[config.mk]
export PLATFORM = sky130hd
export DESIGN_NAME = serial_addsub_ctrl
export DESIGN_NICKNAME = d
export VERILOG_FILES = /design/src/rtl/serial_alu_pkg.sv /design/src/rtl/halfadder.sv /design/src/rtl/serial_fa_cell.sv /design/src/rtl/serial_addsub_ctrl.sv
export SDC_FILE = /design/constraint.sdc
export NUM_CORES = 1
export LEC_CHECK = 0
export CAP_MARGIN = 20
export CORE_MARGIN = 3
export CORE_UTILIZATION = 51
export DETAILED_ROUTE_END_ITERATION = 16
export GPL_TIMING_DRIVEN = 0
export MAX_ROUTING_LAYER = met4
export PLACE_DENSITY = 0.9
export SETUP_SLACK_MARGIN = 0.5
export SLEW_MARGIN = 10
export SYNTH_ARGS = -nofsm -noshare
export SYNTH_HDL_FRONTEND = slang
export SYNTH_SLANG_ARGS = --single-unit
[constraint.sdc]
create_clock -name clk -period 1.7 [get_ports clk]
set_input_delay 0.255 -clock clk [delete_from_list [all_inputs] [get_ports clk]]
set_output_delay 0.255 -clock clk [all_outputs]
set_load 0.01 [all_outputs]
[src/rtl/serial_alu_pkg.sv]
// rtl/serial_alu_pkg.sv - shared encodings for the bit-serial add/subtract sequencer
//
// Purpose : FSM state encodings and operation codes shared by the serial
//           add/subtract datapath and its bench.
// Ports   : none (package)
package serial_alu_pkg;

  // 2'd3 is unused and is decoded as IDLE by the sequencer.
  typedef enum logic [1:0] {
    ST_IDLE = 2'd0,
    ST_RUN  = 2'd1,
    ST_DONE = 2'd2
  } state_t;

  localparam logic OP_ADD = 1'b0;
  localparam logic OP_SUB = 1'b1;

endpackage

[src/rtl/halfadder.sv]
// rtl/halfadder.sv - combinational 1-bit half adder
//
// Purpose : sum = a ^ b, carry = a & b.
// Ports   : a, b (in)  - addend bits
//           s    (out) - sum bit
//           c    (out) - carry bit
module halfadder (
  input  logic a,
  input  logic b,
  output logic s,
  output logic c
);

  assign s = a ^ b;
  assign c = a & b;

endmodule

[src/rtl/serial_fa_cell.sv]
// rtl/serial_fa_cell.sv - combinational 1-bit full adder from two half adders
//
// Purpose : the single adder cell reused every RUN cycle by the sequencer.
// Ports   : a, b (in)  - operand bits
//           ci   (in)  - carry in
//           s    (out) - sum bit
//           co   (out) - carry out
module serial_fa_cell (
  input  logic a,
  input  logic b,
  input  logic ci,
  output logic s,
  output logic co
);

  logic s1;
  logic c1;
  logic c2;

  halfadder u_ha0 (.a(a),  .b(b),  .s(s1), .c(c1));
  halfadder u_ha1 (.a(s1), .b(ci), .s(s),  .c(c2));

  // Both half-adder carries can never be 1 together, so OR is a full carry.
  assign co = c1 | c2;

endmodule

[src/rtl/serial_addsub_ctrl.sv]
// rtl/serial_addsub_ctrl.sv - bit-serial add/subtract sequencer with valid/ready handshakes
//
// Purpose : computes op_a +/- op_b one bit per cycle through a single full
//           adder cell; result appears WIDTH edges after the accept edge.
// Ports   : clk, rst_n            - clock, async active-low reset
//           in_valid/in_ready     - operand handshake
//           op_a, op_b, op_sub    - operands and operation (1 = A-B)
//           flush                 - synchronous abort to IDLE
//           out_valid/out_ready   - result handshake
//           result                - sum/difference
//           carry_out             - carry out of MSB (sub: 1 = no borrow)
//           overflow              - signed overflow
module serial_addsub_ctrl
  import serial_alu_pkg::*;
#(
  parameter int WIDTH = 8
) (
  input  logic             clk,
  input  logic             rst_n,
  input  logic             in_valid,
  output logic             in_ready,
  input  logic [WIDTH-1:0] op_a,
  input  logic [WIDTH-1:0] op_b,
  input  logic             op_sub,
  input  logic             flush,
  output logic             out_valid,
  input  logic             out_ready,
  output logic [WIDTH-1:0] result,
  output logic             carry_out,
  output logic             overflow
);

  localparam int CNT_W = $clog2(WIDTH);
  localparam logic [CNT_W-1:0] CNT_MSB  = CNT_W'(WIDTH - 2);
  localparam logic [CNT_W-1:0] CNT_LAST = CNT_W'(WIDTH - 1);

  state_t           state;
  state_t           next_state;
  logic [WIDTH-1:0] a_sr;
  logic [WIDTH-1:0] b_sr;
  logic [WIDTH-1:0] res_sr;
  logic [CNT_W-1:0] cnt;
  logic             carry;
  logic             cmsb;
  logic             accept;
  logic             run_step;
  logic             fa_s;
  logic             fa_c;

  serial_fa_cell u_fa (
    .a  (a_sr[0]),
    .b  (b_sr[0]),
    .ci (carry),
    .s  (fa_s),
    .co (fa_c)
  );

  // State register
  always_ff @(posedge clk or negedge rst_n) begin
    if (!rst_n) state <= ST_IDLE;
    else        state <= next_state;
  end

  // Next-state logic; flush overrides every other transition.
  always_comb begin
    next_state = state;
    case (state)
      ST_RUN:  if (cnt == CNT_LAST) next_state = ST_DONE;
      ST_DONE: if (out_ready)       next_state = ST_IDLE;
      default: next_state = in_valid ? ST_RUN : ST_IDLE;
    endcase
    if (flush) next_state = ST_IDLE;
  end

  // Output / control decode. in_ready is gated by rst_n so it reads 0 while
  // the block is held in reset even though the state register shows IDLE.
  always_comb begin
    in_ready  = 1'b0;
    out_valid = 1'b0;
    run_step  = 1'b0;
    case (state)
      ST_RUN:  run_step  = !flush;
      ST_DONE: out_valid = 1'b1;
      default: in_ready  = rst_n;
    endcase
    accept = in_ready && in_valid && !flush;
  end

  // Datapath: operand/result shift registers, bit counter, carry chain.
  always_ff @(posedge clk or negedge rst_n) begin
    if (!rst_n) begin
      a_sr      <= '0;
      b_sr      <= '0;
      res_sr    <= '0;
      cnt       <= '0;
      carry     <= 1'b0;
      cmsb      <= 1'b0;
      carry_out <= 1'b0;
      overflow  <= 1'b0;
    end else if (accept) begin
      a_sr  <= op_a;
      b_sr  <= (op_sub == OP_SUB) ? ~op_b : op_b;
      carry <= (op_sub == OP_SUB);
      cnt   <= '0;
    end else if (run_step) begin
      res_sr <= {fa_s, res_sr[WIDTH-1:1]};
      a_sr   <= {1'b0, a_sr[WIDTH-1:1]};
      b_sr   <= {1'b0, b_sr[WIDTH-1:1]};
      carry  <= fa_c;
      if (cnt == CNT_MSB) cmsb <= fa_c;
      if (cnt == CNT_LAST) begin
        carry_out <= fa_c;
        overflow  <= cmsb ^ fa_c;
      end else begin
        cnt <= cnt + 1'b1;
      end
    end
  end

  assign result = res_sr;

endmodule

# Word level (Yosys, flattened, before mapping)

Index checks and enable logic that the tools add are counted.

Register bits: 33
Bits in latches: 0
Bits in writable memories: 0
ROM bits: 0
Input port bits: 22
Output and inout port bits: 12
Logic and storage cells: 53
Memories kept: 0

Add/sub/neg operators: 1
$mul: 0
Divide/modulo/power cells: 0
$lt $le $gt $ge: 0
Equality and inequality tests: 7
Shift operators: 0
Multiplexer cells: 18
Bitwise operators: 8
Reductions and logical operators: 10

Operators by type and width:

| cell                  | count |
|---|---|
| $mux W8               | 5 |
| $mux W3               | 3 |
| $not A8 Y8            | 1 |
| $eq A3 B3 Y1 const B  | 2 |
| $mux W1               | 6 |
| $mux W2               | 3 |
| $ne A3 B3 Y1 const B  | 2 |
| $reduce_and A2 Y1     | 3 |
| $reduce_and A3 Y1     | 2 |
| $pmux W2 S2           | 1 |
| $add A3 B1 Y3 const B | 1 |
| $xor A1 B1 Y1         | 3 |
| $and A1 B1 Y1         | 2 |
| $eq A2 B1 Y1 const B  | 1 |
| $eq A2 B2 Y1 const B  | 1 |
| $logic_and A1 B1 Y1   | 2 |
| $ne A2 B2 Y1 const B  | 1 |
| $reduce_bool A2 Y1    | 1 |
| $reduce_or A2 Y1      | 1 |
| $logic_not A1 Y1      | 1 |
| $not A1 Y1            | 1 |
| $or A1 B1 Y1          | 1 |

# Logic depth before layout (Yosys ltp)

Gate-level depths: netlist (run 1).

Word-level depth: 7
Depth in mapped cells: 7
Gate-level depth less buffers: 5

# Cells and area by module

From an unflattened synthesis (run 1), not the netlist that was laid out.

Cells, all modules: 164
Area, all modules: 1710.4 um^2

By module, submodules not included:

| module             | instances | cells each | area each (um^2) | sequential area each (um^2) |
|---|---|---|---|---|
| serial_addsub_ctrl | 1         | 161        | 1679.1           | 825.8 |
| halfadder          | 2         | 1          | 12.5             | 0.0 |
| serial_fa_cell     | 1         | 1          | 6.3              | 0.0 |

# Worst setup path after synthesis (run 1)

No wires, ideal clock.

Path type: register -> register
From: reg state[0]
To: reg res_sr[0] (netlist: result[0])
Setup time: 0.125 ns
Data arrival time: 1.367 ns
Data required time: 1.575 ns
Slack: 0.208 ns
Cell stages (with the launch flop): 6
Path buffers: 0
Clock period less this slack: 1.492 ns
Cell sequence: dfrtp_1 -> inv_1 -> ha_1 -> nand3_2 -> nand2_8 -> mux2_4

Longest elaborated chain between the ends: 7
Elaborated cells on any way between the ends: 9
Classes of those cells: eq/ne: 2; mux: 2; bitwise: 1; reduce/logical: 4

Ends and longest elaborated chain:

| item                                         | RTL line                  | source |
|---|---|---|
| from (decl)                                  | serial_addsub_ctrl.sv:37  | `state_t state;` |
| from (signal assigned)                       | serial_addsub_ctrl.sv:61  | `else state <= next_state;` |
| $eq A2 B1 Y1 or $eq A2 B2 Y1 (tied branches) | serial_addsub_ctrl.sv:81  | `case (state)` |
| $reduce_or A2 Y1 (no source line)            | -                         |  |
| $mux W1                                      | serial_addsub_ctrl.sv:81  |  |
| $logic_and A1 B1 Y1 (2 in series)            | serial_addsub_ctrl.sv:86  | `accept = in_ready && in_valid && !flush;` |
| $not A1 Y1 (no source line)                  | -                         |  |
| $reduce_and A2 Y1 (no source line) *         | -                         |  |
| to (signal assigned)                         | serial_addsub_ctrl.sv:106 | `res_sr <= {fa_s, res_sr[WIDTH-1:1]};` |
| to (decl)                                    | serial_addsub_ctrl.sv:41  | `logic [WIDTH-1:0] res_sr;` |

Every way passes the cells marked *; elsewhere a longest branch is shown, timed or not.
A chain may end at the register's enable or synchronous reset.

# Final worst setup path (run 1)

From: reg state[1]
To: out in_ready

Longest elaborated chain between the ends: 3
Elaborated cells on any way between the ends: 4
Classes of those cells: eq/ne: 2; mux: 1; reduce/logical: 1

Ends and longest elaborated chain:

| item                                         | RTL line                 | source |
|---|---|---|
| $eq A2 B1 Y1 or $eq A2 B2 Y1 (tied branches) | serial_addsub_ctrl.sv:81 |  |
| $reduce_or A2 Y1 (no source line) *          | -                        |  |
| $mux W1 *                                    | serial_addsub_ctrl.sv:81 |  |
| to (decl)                                    | serial_addsub_ctrl.sv:21 | `output logic in_ready,` |

Marks and branches as above.

==> metrics.cfg, run 1 <==
[outcome]
outcome = finished with violations
violations = negative hold slack

[critical_path]
critPathRequiredTime_ns = 1.44
arrival_ns = 1.30
crit_fanout = 3
cp-end-kind = output pin
criticalPathCategory = reg -> out
critPathLaunchType = register

[timing]
finalSetupViolCount = 0
fin_crit_sh = 0.9130
slew_violations = 0
relSlewSlack = 0.6527
fmax_mhz = 644.3
fin_worst_hold_slack_ns = -0.1017
hold_viol_final = 33
tns_ns = 0
fin_ws_ns = 0.1480
rsz0062_at_grt = yes
post-route-min-period_ns = 1.552
worstMarginPinSlew_ns = 0.5210
fin_skew_ns = 0.008923

[yosys]
ys_types = 29
syn_nets = 190
synthesis.area_mm2 = 0.001729
ys_warn_count = 0
yosysSeqAreaShare = 0.4776
synth_area_leader_cell = dfrtp_1
ys.flop_type = dfrtp_1
ys_async_sr_fraction = 1.000
syn_inst = 162
synth-xor-area-share = 0.05065
synth_most_common_cell = dfrtp_1
synth_area_per_cell_um2 = 10.67
synth_simple_gate_area_frac = 0.2026
synthTopCellsByCount = dfrtp_1 (33), nand2_1 (31), nor2_1 (18), a31oi_1 (15), mux2_4 (11)
synth_compound_area_frac = 0.08032
synth_top_area_frac = 0.4776
synth_adder_area_share = 0.04776
muxShareOfSynthArea = 0.09551
synth_top_family_by_area = simple AND/OR/NAND/NOR gates
netlist_top_cells_area = dfrtp_1 (48%), mux2_4 (9.6%), nand2_1 (6.7%), a31oi_1 (5.4%), xor2_1 (4.1%)
synth-edff-count = 0
ys_seq_elements = 33

[min_path]
hold_path_class = in -> async

[cts]
cts_buffers = 5
htree_num_levels = 2
clk_path_buf_depth = 2
clock_sinks = 33
clkTransAtPathRegs_ns = 0.10
clock_latency_ns = 0.35
cts_root_buffer = clkbuf_4
cts_hold_buf = 0
cts_tree = built

[die]
die_area_mm2 = 0.004125
rows = 20
ios = 34
coreArea_mm2 = 0.003153
fp.dieW_um = 64.23
die_h_um = 64.23
initial_core_util = 0.5484

[job]
maxCapViolCount = 0

[finish]
fin_nets = 252
syn2layout_area_growth_pct = 45.15
final_cell_area_mm2 = 0.002510
antenna_cells = 0
drive_gt1_frac = 0.4305
fillers = 185

[route]
wl_per_cell_um = 16.10
first_pass_iters = 6
vias_per_cell = 5.464
ant_nets = 0
wl_um = 4300
drtIter0Drc = 132
vias = 1459
drc = 0

[global_routing]
grt_first_pass_wirelength_um = 6458
grt_max_degree = 37
grt_pass1_vias = 1405
grt_util_all_layers = 0.2091
antenna_found_initial = 0
grt_overflow = 0

[power]
max-vdd-ir-drop_mv = 0.6396
p_int_mw = 1.615
switching_share = 0.3209
p_leak_nw = 1.159
p_per_area_mw_per_mm2 = 947.5
total_power_mw = 2.378
p_sw_uw = 763.1
pwr-share-seq = 0.464
pwr-share-comb = 0.365
pwr-share-clk = 0.171

[placed_design]
globalplace.congestion = 0.8055
dp_slack_ns = -0.2324
hpwl_um = 2367
io_buffers = 32
post_dp_cell_area_mm2 = 0.002107

==> flip-flops by register name, summed over array words and instances (netlist names) <==
name	count
cmsb	1
cnt	3
a_sr	8
result	8
overflow	1
carry_out	1
carry	1
state	2
b_sr	8
==> metal layers <==
layer | vias to the layer above | wire (um) | global-route usage
met4 | 0 | 112 | 0.08179
met5 | - | 0 | -
met1 | 714 | 1717 | 0.2446
li1 | 672 | - | -
met2 | 59 | 2257 | 0.3432
met3 | 14 | 213 | 0.05624
==> cell usage in the layout, fill, tap and decap left out, types with 2 or more instances in the layout <==
cell type,synthesis,layout
nand3_4,1,2
nand2_1,31,31
ha_4,0,3
nor2_2,0,7
inv_1,4,3
o21ai_1,4,5
dfrtp_1,33,33
nand3_2,1,2
xnor2_1,2,2
a31oi_2,0,3
buf_2,3,10
clkbuf_2,0,2
buf_6,3,14
clkdlybuf4s50_1,0,18
a31oi_1,15,11
nor2_4,0,8
buf_4,2,16
clkbuf_4,0,6
mux2_4,11,11
xor2_1,8,8
nor2_1,18,3
nand2b_1,3,3
a21oi_1,4,4
==> worst paths after layout <==
path / slack (ns) / cells after the start / endpoint / from
max in group asynchronous: 1.45 / 1 / overflow / rst_n
min in group clk: 0.31 / 3 / carry / op_sub
setup / recovery: 0.15 / 3 / in_ready / state[1]
setup reg to reg: 0.15 / 5 / result[3] / state[1]
hold / removal: -0.10 / 1 / b_sr[0] / rst_n
hold reg to reg: 0.54 / 2 / b_sr[7] / b_sr[7]
==> critical path, cell delays in order (launching register included) <==
cell	delay, ns
dfrtp_1	0.43
ha_4	0.29
and2_4	0.13
buf_6	0.09
==> timing repair <==
item | CTS | global route
pin swaps | 12 | 7
gates resized for setup | 82 | 27
hold endpoints to repair | 0 | 33
setup buffers | 19 | 1
setup endpoints to repair | 45 | 38
cloned | 2 | 1
==> power groups by stage <==
stage          sequential [mW]  combinational [mW]  clock (mW)
6_report                  1.10               0.867       0.407
2_1_floorplan             1.14               0.377           0
5_1_grt                   1.13               0.953       0.429
3_3_place_gp              1.13               0.640           0
3_5_place_dp              1.14               0.667           0
4_1_cts                   1.10               0.824       0.391
==> cells by family after synthesis <==
kind of cell / after synthesis
xor+xnor: 10
compound gates: 24
mux: 11
flops: 33
buf+inv: 12
fa+ha+maj: 6
simple gates: 66
==> metrics by stage <==
stage | hold slack [ns] | cells | util
2_1_floorplan | -0.04059 | 162 | -
3_3_place_gp | 0.4907 | 238 | 0.6698
3_5_place_dp | 0.3848 | 238 | 0.6683
4_1_cts | 0.03171 | 265 | 0.7651
5_1_grt | -0.07936 | 267 | 0.7960
6_report | -0.1017 | 267 | 0.7960
==> area by class of cell <==
cell class	count	area, um^2	area share
timing repair buffer	55	465.4	0.1854
multi-input combinational	117	1018	0.4058
clock inverter	1	5.005	0.001994
clock buffer	5	37.54	0.01496
buffer	8	87.58	0.03490
sequential	33	825.8	0.3290
tap	44	55.05	0.02193
inverter	4	15.01	0.005982
No activity file was read; power rests on OpenSTA's default activity.
==> inputs of run 2 (changes only) <==
- PLACE_DENSITY: 0.9 -> 0.79
- SLEW_MARGIN: 10 -> 20
==> run 2 against run 1 <==
Against the previous run: the run still ends with negative hold slack left; fmax is 2.3% lower; sequential cell count unchanged; core utilization grew 3.6 points; first-iteration DRC count down 6.8%; clock skew is 0.0054 ns higher; design area rose by 4.5%; power is 12% higher; highest routed layer unchanged; combinational power is 6.7% higher; critical endpoint is now a_sr[4]; die area unchanged.
==> metrics.cfg, run 2 (same netlist as run 1, synthesis figures left out) <==
[die]
fp.dieW_um = 64.23  ; unchanged
die_h_um = 64.23  ; unchanged
ios = 34  ; unchanged
initial_core_util = 0.5484  ; unchanged
rows = 20  ; unchanged
coreArea_mm2 = 0.003153  ; unchanged
die_area_mm2 = 0.004125  ; unchanged

[placed_design]
hpwl_um = 2613  ; +10%
io_buffers = 32  ; unchanged
globalplace.congestion = 0.7594  ; -5.7%
dpl.cell_count = 239  ; +0.42%

[global_routing]
grt_util_all_layers = 0.2488  ; +0.03962
grt_overflow = 0  ; unchanged
grt_first_pass_wirelength_um = 7562  ; +17%
grt_max_degree = 26  ; -30%
antenna_found_initial = 0  ; unchanged
grt_pass1_vias = 1586  ; +13%

[cts]
clock_latency_ns = 0.34  ; about the same
cts_buffers = 5  ; unchanged
cts_root_buffer = clkbuf_4
clk_path_buf_depth = 2  ; unchanged
cts_tree = built
htree_num_levels = 2  ; unchanged
clkTransAtPathRegs_ns = 0.11  ; about the same
clock_sinks = 33  ; unchanged

[timing]
hold_viol_final = 9  ; -73%
finalSetupViolCount = 0  ; unchanged
worstMarginPinSlew_ns = 0.4023  ; -0.1187 ns
tns_ns = 0  ; unchanged
slew_violations = 0  ; unchanged
rsz0062_at_grt = yes
fmax_mhz = 629.2  ; -2.3%
relSlewSlack = 0.7309  ; +0.07826
fin_skew_ns = 0.01436  ; +0.005433 ns
fin_worst_hold_slack_ns = -0.009583  ; +0.09214 ns
fin_crit_sh = 0.9349  ; +0.02190
post-route-min-period_ns = 1.589  ; +0.03722 ns

[critical_path]
criticalPathCategory = reg -> reg
crit_family = buffers and inverters
r2r_start = state[1]
critPathRequiredTime_ns = 1.96  ; +0.52 ns
arrival_ns = 1.85  ; +0.55 ns
path_buf_inv = 5  ; +4
crit_fanout = 6  ; +3
crit_path_frequent_cell = buf_6
critical_path.cell_chain = buf_6 > inv_4 > ha_4 > buf_4 > nand2b_1 > buf_6 > clkbuf_16 > nand2_1 > a31oi_1
critical_path.max_stage_delay_ns = 0.43  ; about the same
cp-startpoint = state[1]
cp-end-kind = register
critPathLaunchType = register
slowest_stage = dfrtp_1

[min_path]
hold_path_class = in -> async

[power]
total_power_mw = 2.675  ; +12%
switching_share = 0.3062  ; -0.01466
p_per_area_mw_per_mm2 = 1020  ; +7.6%
pwr-share-seq = 0.416  ; -0.048
pwr-share-comb = 0.346  ; -0.019
p_int_mw = 1.856  ; +15%
p_sw_uw = 819.2  ; +7.4%
p_leak_nw = 1.253  ; +8.1%
max-vdd-ir-drop_mv = 0.6991  ; +9.3%
pwr-share-clk = 0.238  ; +0.067

[outcome]
violations = negative hold slack
outcome = finished with violations

[finish]
fin_nets = 264  ; +4.8%
antenna_cells = 0  ; unchanged
final_common_cell = dfrtp_1
final_cell_mix = dfrtp_1 (33), nand2_1 (30), buf_4 (28)
syn2layout_area_growth_pct = 51.74
fin_util = 0.8321  ; +0.03611
drive_gt1_frac = 0.4177  ; -0.01277
fin_cells = 281  ; +5.2%

[route]
wl_per_cell_um = 17.92  ; +11%
first_pass_iters = 4  ; -2
wl_um = 5035  ; +17%
vias_per_cell = 5.470  ; about the same
vias = 1537  ; +5.3%
drtIter0Drc = 123  ; -6.8%
ant_nets = 0  ; unchanged
drc = 0  ; unchanged

[job]
maxCapViolCount = 0  ; unchanged

-- run 2: cell count changes in the layout (fill, tap and decap cells not counted), moves of 3 or more --
| cell | change |
|---|---|
| o21ai_1 | -3 |
| nor2_1 | +12 |
| nor2_4 | -8 |
| nor2_2 | -4 |
| o21ai_2 | +3 |
| buf_4 | +12 |
| buf_6 | -4 |
-- run 2: power by group through the flow --
stage,Combinational [mW],Clock [mW],Sequential [mW]
floorplan,0.377,0,1.14
global placement,0.648,0,1.13
detailed placement,0.690,0,1.15
CTS,0.812,0.625,1.11
global route,0.998,0.691,1.14
finish,0.925,0.636,1.11
-- run 2: through the flow --
| step | area (um^2) | worst slack [ns] |
|---|---|---|
| after floorplan | 1737 | 0.2639 |
| after global placement | 2112 | -1.225 |
| after detailed placement | 2135 | -0.02156 |
| after CTS | 2465 | 0.1560 |
| after global routing | 2624 | 0.06469 |
| final | 2624 | 0.1107 |
-- run 2: worst paths after layout --
kind	cells past startpoint	to	slack, ns
max reg2reg	9	a_sr[4]	0.11
min	2	b_sr[0]	-0.01
min reg2reg	2	b_sr[7]	0.54
min in group clk	3	carry	0.35
max in group asynchronous	2	cnt[0]	0.86
max	9	a_sr[4]	0.11
-- run 2: worst register-to-register path: cells and delay by family (launching register included) --
kind	cells	cell delay (ns)
buffers and inverters	5	0.59
flip-flops	1	0.43
AO/OA/AOI/OAI	1	0.20
AND/OR/NAND/NOR	2	0.15
adder cells (fa/ha/maj)	1	0.14
-- run 2: area by class of cell --
cell class              instances  area [um^2]
plain buffers                   8        87.58
clock buffers                   7        55.05
clock inverters                 1        30.03
fillers                       188        529.3
inverters                       4        17.52
multi-input cells             117        954.7
flip-flops and latches         33        825.8
well taps                      44        55.05
repair buffers                 67        598.1
-- run 2: per-layer routing --
metal	share of wire	routed length [um]	GRT usage	vias up
met5	0	0	-	-
met4	0.030	150	0.1055	0
met3	0.067	338	0.05097	16
met2	0.52	2595	0.4413	83
met1	0.39	1951	0.2686	741
li1	-	-	-	697
-- run 2: timing repair --
action / CTS / global route
endpoints found under the setup margin: 45 / 37
setup buffers: 22 / 8
pin swaps: 9 / 18
endpoints found under the hold margin: 8 / 0
resized for setup: 67 / 26
gates cloned: 1 / 2
hold buffers: 1 / 0
